--- src/rtl/ysyx_22040759_ifu_ifid.sv ---
// Fetch unit + IF/ID register: single-outstanding imem fetch, one-entry skid buffer, stall/flush handling.
// Optional perf counters enabled by `define YSYX_22040759_IFU_PERF_EN.
`default_nettype none

module ysyx_22040759_ifu_ifid #(
  parameter int              XLEN     = 64,
  parameter int              IW       = 32,
  parameter logic [XLEN-1:0] PC_RESET = XLEN'(64'h8000_0000)
) (
  input  logic            clk,
  input  logic            rst,
  input  logic            stall_i,
  input  logic            flush_i,
  input  logic [XLEN-1:0] redirect_pc_i,
  output logic            imem_req_o,
  output logic [XLEN-1:0] imem_addr_o,
  input  logic            imem_gnt_i,
  input  logic            imem_rvalid_i,
  input  logic [IW-1:0]   imem_rdata_i,
  output logic            id_valid_o,
  output logic [XLEN-1:0] id_pc_o,
  output logic [IW-1:0]   id_inst_o
`ifdef YSYX_22040759_IFU_PERF_EN
  ,
  output logic [63:0]     perf_stall_cnt_o,
  output logic [63:0]     perf_drop_cnt_o
`endif
);

  typedef enum logic [1:0] {S_IDLE, S_REQ, S_WAIT, S_HOLD} state_e;

  state_e          state_q, state_d;
  logic [XLEN-1:0] pc_q, pc_d;
  logic [XLEN-1:0] req_pc_q, req_pc_d;
  logic            drop_q, drop_d;
  logic            skid_valid_q, skid_valid_d;
  logic [XLEN-1:0] skid_pc_q, skid_pc_d;
  logic [IW-1:0]   skid_inst_q, skid_inst_d;
  logic            id_valid_q, id_valid_d;
  logic [XLEN-1:0] id_pc_q, id_pc_d;
  logic [IW-1:0]   id_inst_q, id_inst_d;

  logic w_rsp;
  logic w_rsp_live;

  assign w_rsp      = (state_q == S_WAIT) && imem_rvalid_i;
  assign w_rsp_live = w_rsp && !drop_q && !flush_i;

  always_comb begin
    state_d      = state_q;
    pc_d         = pc_q;
    req_pc_d     = req_pc_q;
    drop_d       = drop_q;
    skid_valid_d = skid_valid_q;
    skid_pc_d    = skid_pc_q;
    skid_inst_d  = skid_inst_q;
    id_valid_d   = id_valid_q;
    id_pc_d      = id_pc_q;
    id_inst_d    = id_inst_q;

    case (state_q)
      S_IDLE: state_d = S_REQ;
      S_REQ: begin
        if (imem_gnt_i) begin
          req_pc_d = pc_q;
          pc_d     = pc_q + XLEN'(4);
          state_d  = S_WAIT;
          if (flush_i) drop_d = 1'b1;
        end
      end
      S_WAIT: begin
        if (w_rsp) begin
          drop_d  = 1'b0;
          state_d = (w_rsp_live && stall_i) ? S_HOLD : S_REQ;
        end else if (flush_i) begin
          drop_d = 1'b1;
        end
      end
      S_HOLD: begin
        if (flush_i || !stall_i) state_d = S_REQ;
      end
      default: state_d = S_IDLE;
    endcase

    if (flush_i) pc_d = redirect_pc_i;

    // Flush wins over stall; the skid buffer only ever fills while stalled.
    if (flush_i) begin
      id_valid_d   = 1'b0;
      skid_valid_d = 1'b0;
    end else if (stall_i) begin
      if (w_rsp_live) begin
        skid_valid_d = 1'b1;
        skid_pc_d    = req_pc_q;
        skid_inst_d  = imem_rdata_i;
      end
    end else if (skid_valid_q) begin
      id_valid_d   = 1'b1;
      id_pc_d      = skid_pc_q;
      id_inst_d    = skid_inst_q;
      skid_valid_d = 1'b0;
    end else if (w_rsp_live) begin
      id_valid_d = 1'b1;
      id_pc_d    = req_pc_q;
      id_inst_d  = imem_rdata_i;
    end else begin
      id_valid_d = 1'b0;
    end
  end

  always_ff @(posedge clk or negedge rst) begin
    if (!rst) begin
      state_q      <= S_IDLE;
      pc_q         <= PC_RESET;
      req_pc_q     <= '0;
      drop_q       <= 1'b0;
      skid_valid_q <= 1'b0;
      skid_pc_q    <= '0;
      skid_inst_q  <= '0;
      id_valid_q   <= 1'b0;
      id_pc_q      <= '0;
      id_inst_q    <= '0;
    end else begin
      state_q      <= state_d;
      pc_q         <= pc_d;
      req_pc_q     <= req_pc_d;
      drop_q       <= drop_d;
      skid_valid_q <= skid_valid_d;
      skid_pc_q    <= skid_pc_d;
      skid_inst_q  <= skid_inst_d;
      id_valid_q   <= id_valid_d;
      id_pc_q      <= id_pc_d;
      id_inst_q    <= id_inst_d;
    end
  end

  assign imem_req_o  = (state_q == S_REQ);
  assign imem_addr_o = pc_q;
  assign id_valid_o  = id_valid_q;
  assign id_pc_o     = id_pc_q;
  assign id_inst_o   = id_inst_q;

`ifdef YSYX_22040759_IFU_PERF_EN
  logic [63:0] stall_cnt_q, drop_cnt_q;
  logic [1:0]  w_drop_inc;
  logic [64:0] w_stall_sum, w_drop_sum;

  // A discarded response and a flushed ID entry can coincide, so drops may add 2.
  assign w_drop_inc  = {1'b0, w_rsp && (drop_q || flush_i)} + {1'b0, flush_i && id_valid_q};
  assign w_stall_sum = {1'b0, stall_cnt_q} + {64'd0, stall_i && !flush_i};
  assign w_drop_sum  = {1'b0, drop_cnt_q} + {63'd0, w_drop_inc};

  always_ff @(posedge clk or negedge rst) begin
    if (!rst) begin
      stall_cnt_q <= '0;
      drop_cnt_q  <= '0;
    end else begin
      stall_cnt_q <= w_stall_sum[64] ? '1 : w_stall_sum[63:0];
      drop_cnt_q  <= w_drop_sum[64]  ? '1 : w_drop_sum[63:0];
    end
  end

  assign perf_stall_cnt_o = stall_cnt_q;
  assign perf_drop_cnt_o  = drop_cnt_q;
`endif

endmodule

`default_nettype wire
--- config.mk ---
export PLATFORM = sky130hd
export DESIGN_NAME = ysyx_22040759_ifu_ifid
export DESIGN_NICKNAME = d
export VERILOG_FILES = /design/src/rtl/ysyx_22040759_ifu_ifid.sv
export SDC_FILE = /design/constraint.sdc
export NUM_CORES = 1
export LEC_CHECK = 0
export CAP_MARGIN = 40
export CORE_MARGIN = 4
export CORE_UTILIZATION = 35
export DETAILED_ROUTE_END_ITERATION = 10
export MAX_ROUTING_LAYER = met4
export PLACE_DENSITY = 0.61
export SLEW_MARGIN = 5
export SYNTH_ARGS = -nofsm -noshare
export SYNTH_HDL_FRONTEND = slang
export SYNTH_SLANG_ARGS = --single-unit
--- constraint.sdc ---
create_clock -name clk -period 2.9 [get_ports clk]
set_input_delay 0.87 -clock clk [delete_from_list [all_inputs] [get_ports clk]]
set_output_delay 0.87 -clock clk [all_outputs]
set_load 0.05 [all_outputs]
==> results.cfg, run 1 <==
[timing]
finalHoldViolCount = 0
slew_headroom_pct = 53.3
holdWs_ns = 0.275
fin_crit_ns = 2.83
max_freq_ghz = 0.353
tightest_slew_ns = 0.700
fin_crit_sh_pct = 97.7
skew_ns = 0.0240
setup_viol_count_final = 0
slew_viol_final = 0
rsz0062_at_grt = no

[setup_path]
path_max_fanout = 8
r2r_cells = 5
r2r_start = imem_addr_o[31]
cp.required_ns = 2.03
crit_family = buffers and inverters
arrival_ns = 1.96
crit_buf_inv = 1
reg2reg_to = imem_addr_o[55]
r2r_slack_ns = 0.43
slowest_delay_ns = 0.88
path_cells = clkdlybuf4s50_1
critPathLaunchType = flop
path_class = flop to output pin
endpoint_kind = output pin
crit_path_top_delay_cell = clkdlybuf4s50_1

[clock_network]
tritoncts = yes
clkLatencyLatePin_ns = 0.55
htree_levels = 2
postCtsHoldBufs = 0
clockRootBuffer = clkbuf_16
cts_sinks = 325
clk_pin_slew_worst_paths_ns = 0.06
cts_buffers = 38
cts_max_path_buffers = 3

[power_and_ir_drop]
p_comb_share_pct = 28.5
p_clk_share_pct = 31.7
power_frac_seq_pct = 39.8
leakage_nw = 8.14
switchingPower_w = 0.00547
p_int_w = 0.0108
switching_share_pct = 33.6
ir_worst_vdd_uv = 405
powerDensity_mw_per_mm2 = 839

[floorplanning]
fp.dieW_microns = 211
io_pins = 264
dieArea_sq_mm = 0.0446
die_y_microns = 211
initial_utilization_pct = 35.4
core_sq_mm = 0.0408
placement_rows = 74

[route]
drt-initial-drc-count = 522
routedWlPerCell_microns = 19.5
detail-route-antenna-nets = 0
viasPerCell = 5.05
drc = 0
drt_wl_total_microns = 40800
vias = 10600
dr.pass1.iters = 5

[synthesis]
synth-compound-area-share_pct = 6.88
synth-simple-area-share_pct = 12.4
synthMuxAreaShare_pct = 19.2
synth_fp_nets = 1353
synth_xor_area_share_pct = 2.37
yosysWarnings = 0
synth.distinct_cells = 51
synth_fa_ha_area_share_pct = 0.433
synthArstFlopShare_pct = 100
synth_area_leaders = dfrtp_1 (56%), mux2_2 (12%), mux2i_1 (7.0%)
yosysSeqAreaShare_pct = 56.3
yosys.area.top_type = dfrtp_1
dominantRegCellSynth = dfrtp_1
syn_avg_cell_area_sq_um = 11.6
synth_top_family_by_area = multiplexers
syn_inst = 1246
synth.top_cell.area_share_pct = 56.2
synth_area_sq_mm = 0.0144
ys_ff_latch = 325
synth-edff-count = 0

[placed_design]
gp_congestion = 0.820
io_buffers = 263
hpwlAfterDp_microns = 28700

[run]
maxCapViolCount = 0

[grt]
grt.total_usage_pct = 18.8
grt_antenna_before_repair = 6
grt_max_degree = 72
grt_pass1_vias = 10900
grt-ovfl-total = 0
grt_pass1_wl_microns = 64200

[finish]
postLayoutCoreUtil_pct = 47.5
mostFrequentLayoutCells = dfrtp_1 (323), clkdlybuf4s50_1 (256), nand2_1 (174)
nFillCells = 3746
drive_above_1_share_pct = 19.3
areaGrowthSynthToFinish_pct = 34.2
final_nets = 1635
layout_commonest_cell = dfrtp_1

[worst_hold_path]
worstHoldPathType = input pin to async pin

[status]
status = finished, final reports clean
power by group through the flow:
stage | clock network [W] | registers, W | logic [W]
2_1_floorplan | 0 | 0.00782 | 0.00158
3_3_place_gp | 0 | 0.00650 | 0.00462
3_5_place_dp | 0 | 0.00656 | 0.00468
4_1_cts | 0.00530 | 0.00649 | 0.00470
5_1_grt | 0.00548 | 0.00664 | 0.00498
6_report | 0.00515 | 0.00648 | 0.00464
sequential cells by signal, indices dropped and copies added (netlist names):
register / count
state_q: 2
skid_valid_q: 1
id_inst_o: 32
skid_inst_q: 32
id_pc_o: 64
id_valid_o: 1
drop_q: 1
imem_addr_o: 64
skid_pc_q: 64
req_pc_q: 64
synth_stat cells (9+ instances only):
| cell | instances |
|---|---|
| nor3_1 | 9 |
| nor2_1 | 37 |
| mux2_2 | 157 |
| clkbuf_1 | 47 |
| dfrtp_1 | 324 |
| or3_1 | 11 |
| buf_2 | 12 |
| nand4_1 | 28 |
| nand2_1 | 175 |
| mux2i_1 | 101 |
| xor2_1 | 22 |
| o21ai_0 | 146 |
| a31oi_1 | 16 |
| inv_1 | 10 |
| xnor2_1 | 17 |
| nor4_1 | 9 |
| nand3_1 | 30 |
| or4_1 | 9 |
stage by stage:
step	TNS (ns)	power, W	setup slack (ns)	instances	instance area, sq um
finish	0	0.0163	0.0676	2094	19400
detailed placement	-0.909	0.0112	-0.124	2020	18000
global placement	-0.582	0.0111	-0.119	2020	18000
CTS	0	0.0165	0.000417	2088	19400
floorplan	0	0.00940	0.353	1246	14400
global route	0	0.0171	0.000201	2094	19400
timing repair:
action | 4_1_cts | 5_1_grt
endpoints found under the setup margin | 1 | 3
gates resized for setup | 1 | 3
pin swaps | 0 | 0
buffers inserted | 0 | 0
per-layer routing:
layer	vias to the layer above	GRT usage, %	part of all wire, %
met2	244	28.3	46
met4	0	4.65	2.3
met5	-	-	0
met1	5257	25.4	46
met3	61	5.14	6.1
li1	5010	-	-
layout make-up:
cell class | count | area, sq um | share of cell area [%]
clock inverters | 13 | 223 | 1.15
flip-flops and latches | 325 | 8140 | 42.0
repair buffers | 312 | 3170 | 16.4
multi-input cells | 840 | 6000 | 31.0
well taps | 532 | 666 | 3.44
clock buffers | 55 | 1130 | 5.81
diodes | 6 | 15.0 | 0.0775
inverters | 11 | 41.3 | 0.213
cells by family after synthesis:
family,Yosys count
AO/OA/AOI/OAI,185
multiplexers,258
XOR/XNOR,39
flip-flops,325
buffers and inverters,81
adder cells (fa/ha/maj),5
AND/OR/NAND/NOR,353
how the worst max path moves through the flow:
stage	from	end	slack, ns	cells past startpoint
after floorplan	state_q[1]	imem_addr_o[55]	0.35	7
after detailed placement	imem_gnt_i	imem_addr_o[57]	-0.12	7
after global routing	imem_addr_o[23]	imem_addr_o[23]	0.0002	1
after global placement	imem_gnt_i	imem_addr_o[57]	-0.12	7
after CTS	imem_addr_o[31]	imem_addr_o[31]	0.0004	1
final	imem_addr_o[23]	imem_addr_o[23]	0.07	1
Note: power is estimated with default switching activity, not from simulation.
==> run 2: changes to the inputs <==
- CTS_CLUSTER_DIAMETER: not set -> 30
==> results.cfg, run 2 (synthesis results as in run 1) <==
[setup_path]
critPathLaunchType = flop
critPathLaunch = imem_addr_o[12]
crit_family = buffers and inverters
slowest_delay_ns = 0.87
cp.required_ns = 2.03
arrival_ns = 1.98
endpoint_kind = output pin
path_class = flop to output pin
r2r_start = state_q[1]
path_max_fanout = 7
crit_buf_inv = 1
path_cells = clkdlybuf4s50_1
crit_path_top_delay_cell = clkdlybuf4s50_1

[timing]
fin_crit_sh_pct = 98.1
fin_crit_ns = 2.85
finalSetupTns_ns = 0
finalWorstSetupSlack_ns = 0.0548
skew_ns = 0.0152
finalHoldViolCount = 0
rsz0062_at_grt = no
setup_viol_count_final = 0
slew_viol_final = 0
max_freq_ghz = 0.351
holdWs_ns = 0.247
slew_headroom_pct = 53.5
tightest_slew_ns = 0.698

[grt]
grt_max_degree = 72
grt_pass1_vias = 11500
grt_pass1_wl_microns = 66200
grt.total_usage_pct = 19.4
grt_antenna_before_repair = 7
grt-ovfl-total = 0

[floorplanning]
placement_rows = 74
dieArea_sq_mm = 0.0446
fp.dieW_microns = 211
die_y_microns = 211
core_sq_mm = 0.0408
io_pins = 264
initial_utilization_pct = 35.4

[clock_network]
clkLatencyLatePin_ns = 0.59
cts_buffers = 85
htree_levels = 3
tritoncts = yes
postCtsHoldBufs = 0
clockRootBuffer = clkbuf_16
cts_max_path_buffers = 3
cts_sinks = 325
clk_pin_slew_worst_paths_ns = 0.04

[finish]
fin_area_sq_mm = 0.0211
drive_above_1_share_pct = 23.4
mostFrequentLayoutCells = dfrtp_1 (323), clkdlybuf4s50_1 (246), nand2_1 (174)
final_nets = 1682
layout_commonest_cell = dfrtp_1
layout.cells.non_filler = 2181
nFillCells = 3611
areaGrowthSynthToFinish_pct = 46.0

[route]
dr_wl_met3_microns = 2590
vias = 10900
met1Wirelength_microns = 18800
viasPerCell = 4.99
dr.pass1.iters = 5
drt-initial-drc-count = 494
highest_layer = met4
wl_met2_microns = 19600
routedWlPerCell_microns = 19.2
drt_wl_total_microns = 41900
drc = 0
detail-route-antenna-nets = 0

[placed_design]
placedCellCount = 2020
io_buffers = 263
gp_congestion = 0.820
post-place-ws_ns = -0.124
hpwlAfterDp_microns = 28700
dpl_cell_area_sq_mm = 0.0180

[power_and_ir_drop]
leakage_nw = 8.98
powerDensity_mw_per_mm2 = 1000
ir_worst_vdd_uv = 653

[status]
status = finished, final reports clean

[worst_hold_path]
worstHoldPathType = input pin to async pin

[run]
maxCapViolCount = 0
==> run 2: power by group <==
| group | leakage [nW] | total [W] | internal, W | switching, W |
|---|---|---|---|---|
| registers | 4.23 | 0.00650 | 0.00569 | 0.000813 |
| logic | 3.28 | 0.00464 | 0.00189 | 0.00275 |
| clock network | 1.47 | 0.00994 | 0.00710 | 0.00283 |
| total | 8.98 | 0.0211 | 0.0147 | 0.00640 |
==> run 2: path summary, 6_finish.rpt <==
check | end | cells after the start | slack [ns]
setup / recovery | imem_addr_o[12] | 1 | 0.05
hold / removal | id_inst_o[26] | 1 | 0.25
setup reg to reg | imem_addr_o[50] | 9 | 0.43
hold reg to reg | id_pc_o[62] | 2 | 0.47
max in group asynchronous | skid_inst_q[10] | 2 | 1.90
min in group clk | id_pc_o[62] | 2 | 0.47
==> run 2: repair_timing <==
item	4_1_cts	5_1_grt
buffers inserted	0	0
endpoints found under the setup margin	8	6
resized for setup	8	6
==> run 2: layer usage <==
metal  global-route usage, %  vias up
met2                    29.1      277
met4                    6.19        0
li1                        -     5142
met3                    6.09       65
met5                       -        -
met1                    25.2     5406
==> run 2: stage by stage <==
stage	power, W	utilization (%)
final	0.0211	51.6
after floorplan	0.00940	-
after global routing	0.0220	51.6
after detailed placement	0.0112	44.1
after CTS	0.0213	51.5
after global placement	0.0111	44.1
==> run 2: cell type report <==
cell class	count	area (sq um)	share of cell area (%)
Sequential cell	325	8140	38.6
Inverter	11	41.3	0.196
Antenna cell	7	17.5	0.0831
Tap cell	532	666	3.16
Timing Repair Buffer	312	3170	15.0
Clock inverter	52	758	3.60
Multi-Input combinational cell	840	6000	28.5
Clock buffer	102	2290	10.9
==> run 3: changes to the inputs <==
- CORE_UTILIZATION: 35 -> 53
- PLACE_DENSITY: 0.61 -> 0.85
==> results.cfg, run 3 (synthesis results as in run 1) <==
[status]
status = finished, final reports clean

[setup_path]
path_max_fanout = 7
cp.required_ns = 2.03
path_cells = clkdlybuf4s50_1
reg2reg_to = imem_addr_o[40]
r2r_cells = 8
slowest_delay_ns = 0.83
arrival_ns = 2.00
endpoint_kind = output pin
crit_buf_inv = 1
path_depth = 1
r2r_slack_ns = 0.27
critPathLaunchType = flop
path_class = flop to output pin
crit_path_top_delay_cell = clkdlybuf4s50_1
r2r_start = state_q[1]
crit_family = buffers and inverters

[power_and_ir_drop]
ir_worst_vdd_uv = 561
p_comb_share_pct = 25.6
switchingPower_w = 0.00606
power_frac_seq_pct = 35.8
switching_share_pct = 33.1
leakage_nw = 8.42
powerDensity_mw_per_mm2 = 924
p_clk_share_pct = 38.6
p_total_w = 0.0183
p_int_w = 0.0122

[timing]
fin_crit_ns = 2.87
skew_ns = 0.0169
slew_headroom_pct = 58.6
rsz0062_at_grt = no
finalSetupTns_ns = 0
tightest_slew_ns = 0.619
slew_viol_final = 0
max_freq_ghz = 0.349
setup_viol_count_final = 0
fin_crit_sh_pct = 98.9
finalHoldViolCount = 0

[floorplanning]
die_y_microns = 173
placement_rows = 60
io_pins = 264
initial_utilization_pct = 53.7
fp.dieW_microns = 173
dieArea_sq_mm = 0.0299
core_sq_mm = 0.0269

[finish]
final_nets = 1648
areaGrowthSynthToFinish_pct = 37.3
fin_area_sq_mm = 0.0198
mostFrequentLayoutCells = dfrtp_1 (323), clkdlybuf4s50_1 (258), nand2_1 (174)
layout_commonest_cell = dfrtp_1
drive_above_1_share_pct = 21.2

[grt]
grt.total_usage_pct = 27.5
grt_pass1_vias = 12100
grt-ovfl-total = 0
grt_max_degree = 106
grt_antenna_before_repair = 4
grt_pass1_wl_microns = 65600

[clock_network]
post_cts_buffers = 0
tritoncts = yes
clkLatencyLatePin_ns = 0.57
postCtsHoldBufs = 0
clk_pin_slew_worst_paths_ns = 0.05
cts_max_path_buffers = 3
htree_levels = 2
cts_sinks = 325
clockRootBuffer = clkbuf_16
cts_buffers = 60
ctsResizeCount = 0

[route]
detail-route-antenna-nets = 0
drt-initial-drc-count = 1001
dr.pass1.iters = 5
viasPerCell = 5.78
drt_wl_total_microns = 40400
drc = 0
vias = 11200
routedWlPerCell_microns = 20.8

[worst_hold_path]
worstHoldPathType = input pin to async pin

[placed_design]
hpwlAfterDp_microns = 26600
io_buffers = 263
gp_congestion = 0.892
dpl_cell_area_sq_mm = 0.0177

[run]
maxCapViolCount = 0
-- run 3: worst max-delay path by stage --
stage	startpoint	endpoint	slack (ns)
after floorplan	state_q[1]	imem_addr_o[55]	0.35
after global placement	imem_gnt_i	imem_addr_o[43]	0.07
after detailed placement	imem_gnt_i	imem_addr_o[40]	-0.02
after CTS	imem_addr_o[31]	imem_addr_o[31]	0.02
after global routing	imem_addr_o[24]	imem_addr_o[24]	0.002
final	imem_addr_o[31]	imem_addr_o[31]	0.03
-- run 3: area by class of cell --
class                   count  area, sq um
flip-flops and latches    325         8140
fillers                  1716         7050
multi-input cells         840         6000
repair buffers            303         3130
clock buffers              71         1600
clock inverters            42          482
well taps                 341          427
inverters                  11         41.3
diodes                      5         12.5
-- run 3: stage by stage --
| step | hold slack, ns | util (%) | std cells | setup slack [ns] |
|---|---|---|---|---|
| after CTS | 0.290 | 73.7 | 1933 | 0.0217 |
| final | 0.282 | 73.8 | 1938 | 0.0308 |
| after floorplan | 0.462 | - | 1246 | 0.353 |
| after global placement | 0.460 | 65.9 | 1820 | 0.0662 |
| after global routing | 0.315 | 73.8 | 1937 | 0.00169 |
| after detailed placement | 0.471 | 65.9 | 1820 | -0.0246 |
-- run 3: metal layers --
layer	vias up	global-route usage, %	routed length, microns
li1	5039	-	-
met1	5603	34.8	16700
met2	436	44.4	19800
met3	120	5.77	2540
met4	0	9.81	1410
met5	-	-	0
-- run 3: power by group through the flow --
stage          clock network, W  logic, W  registers, W
6_report                0.00706   0.00470       0.00655
5_1_grt                 0.00742   0.00499       0.00669
4_1_cts                 0.00715   0.00473       0.00654
3_5_place_dp                  0   0.00467       0.00656
3_3_place_gp                  0   0.00454       0.00646
2_1_floorplan                 0   0.00158       0.00782
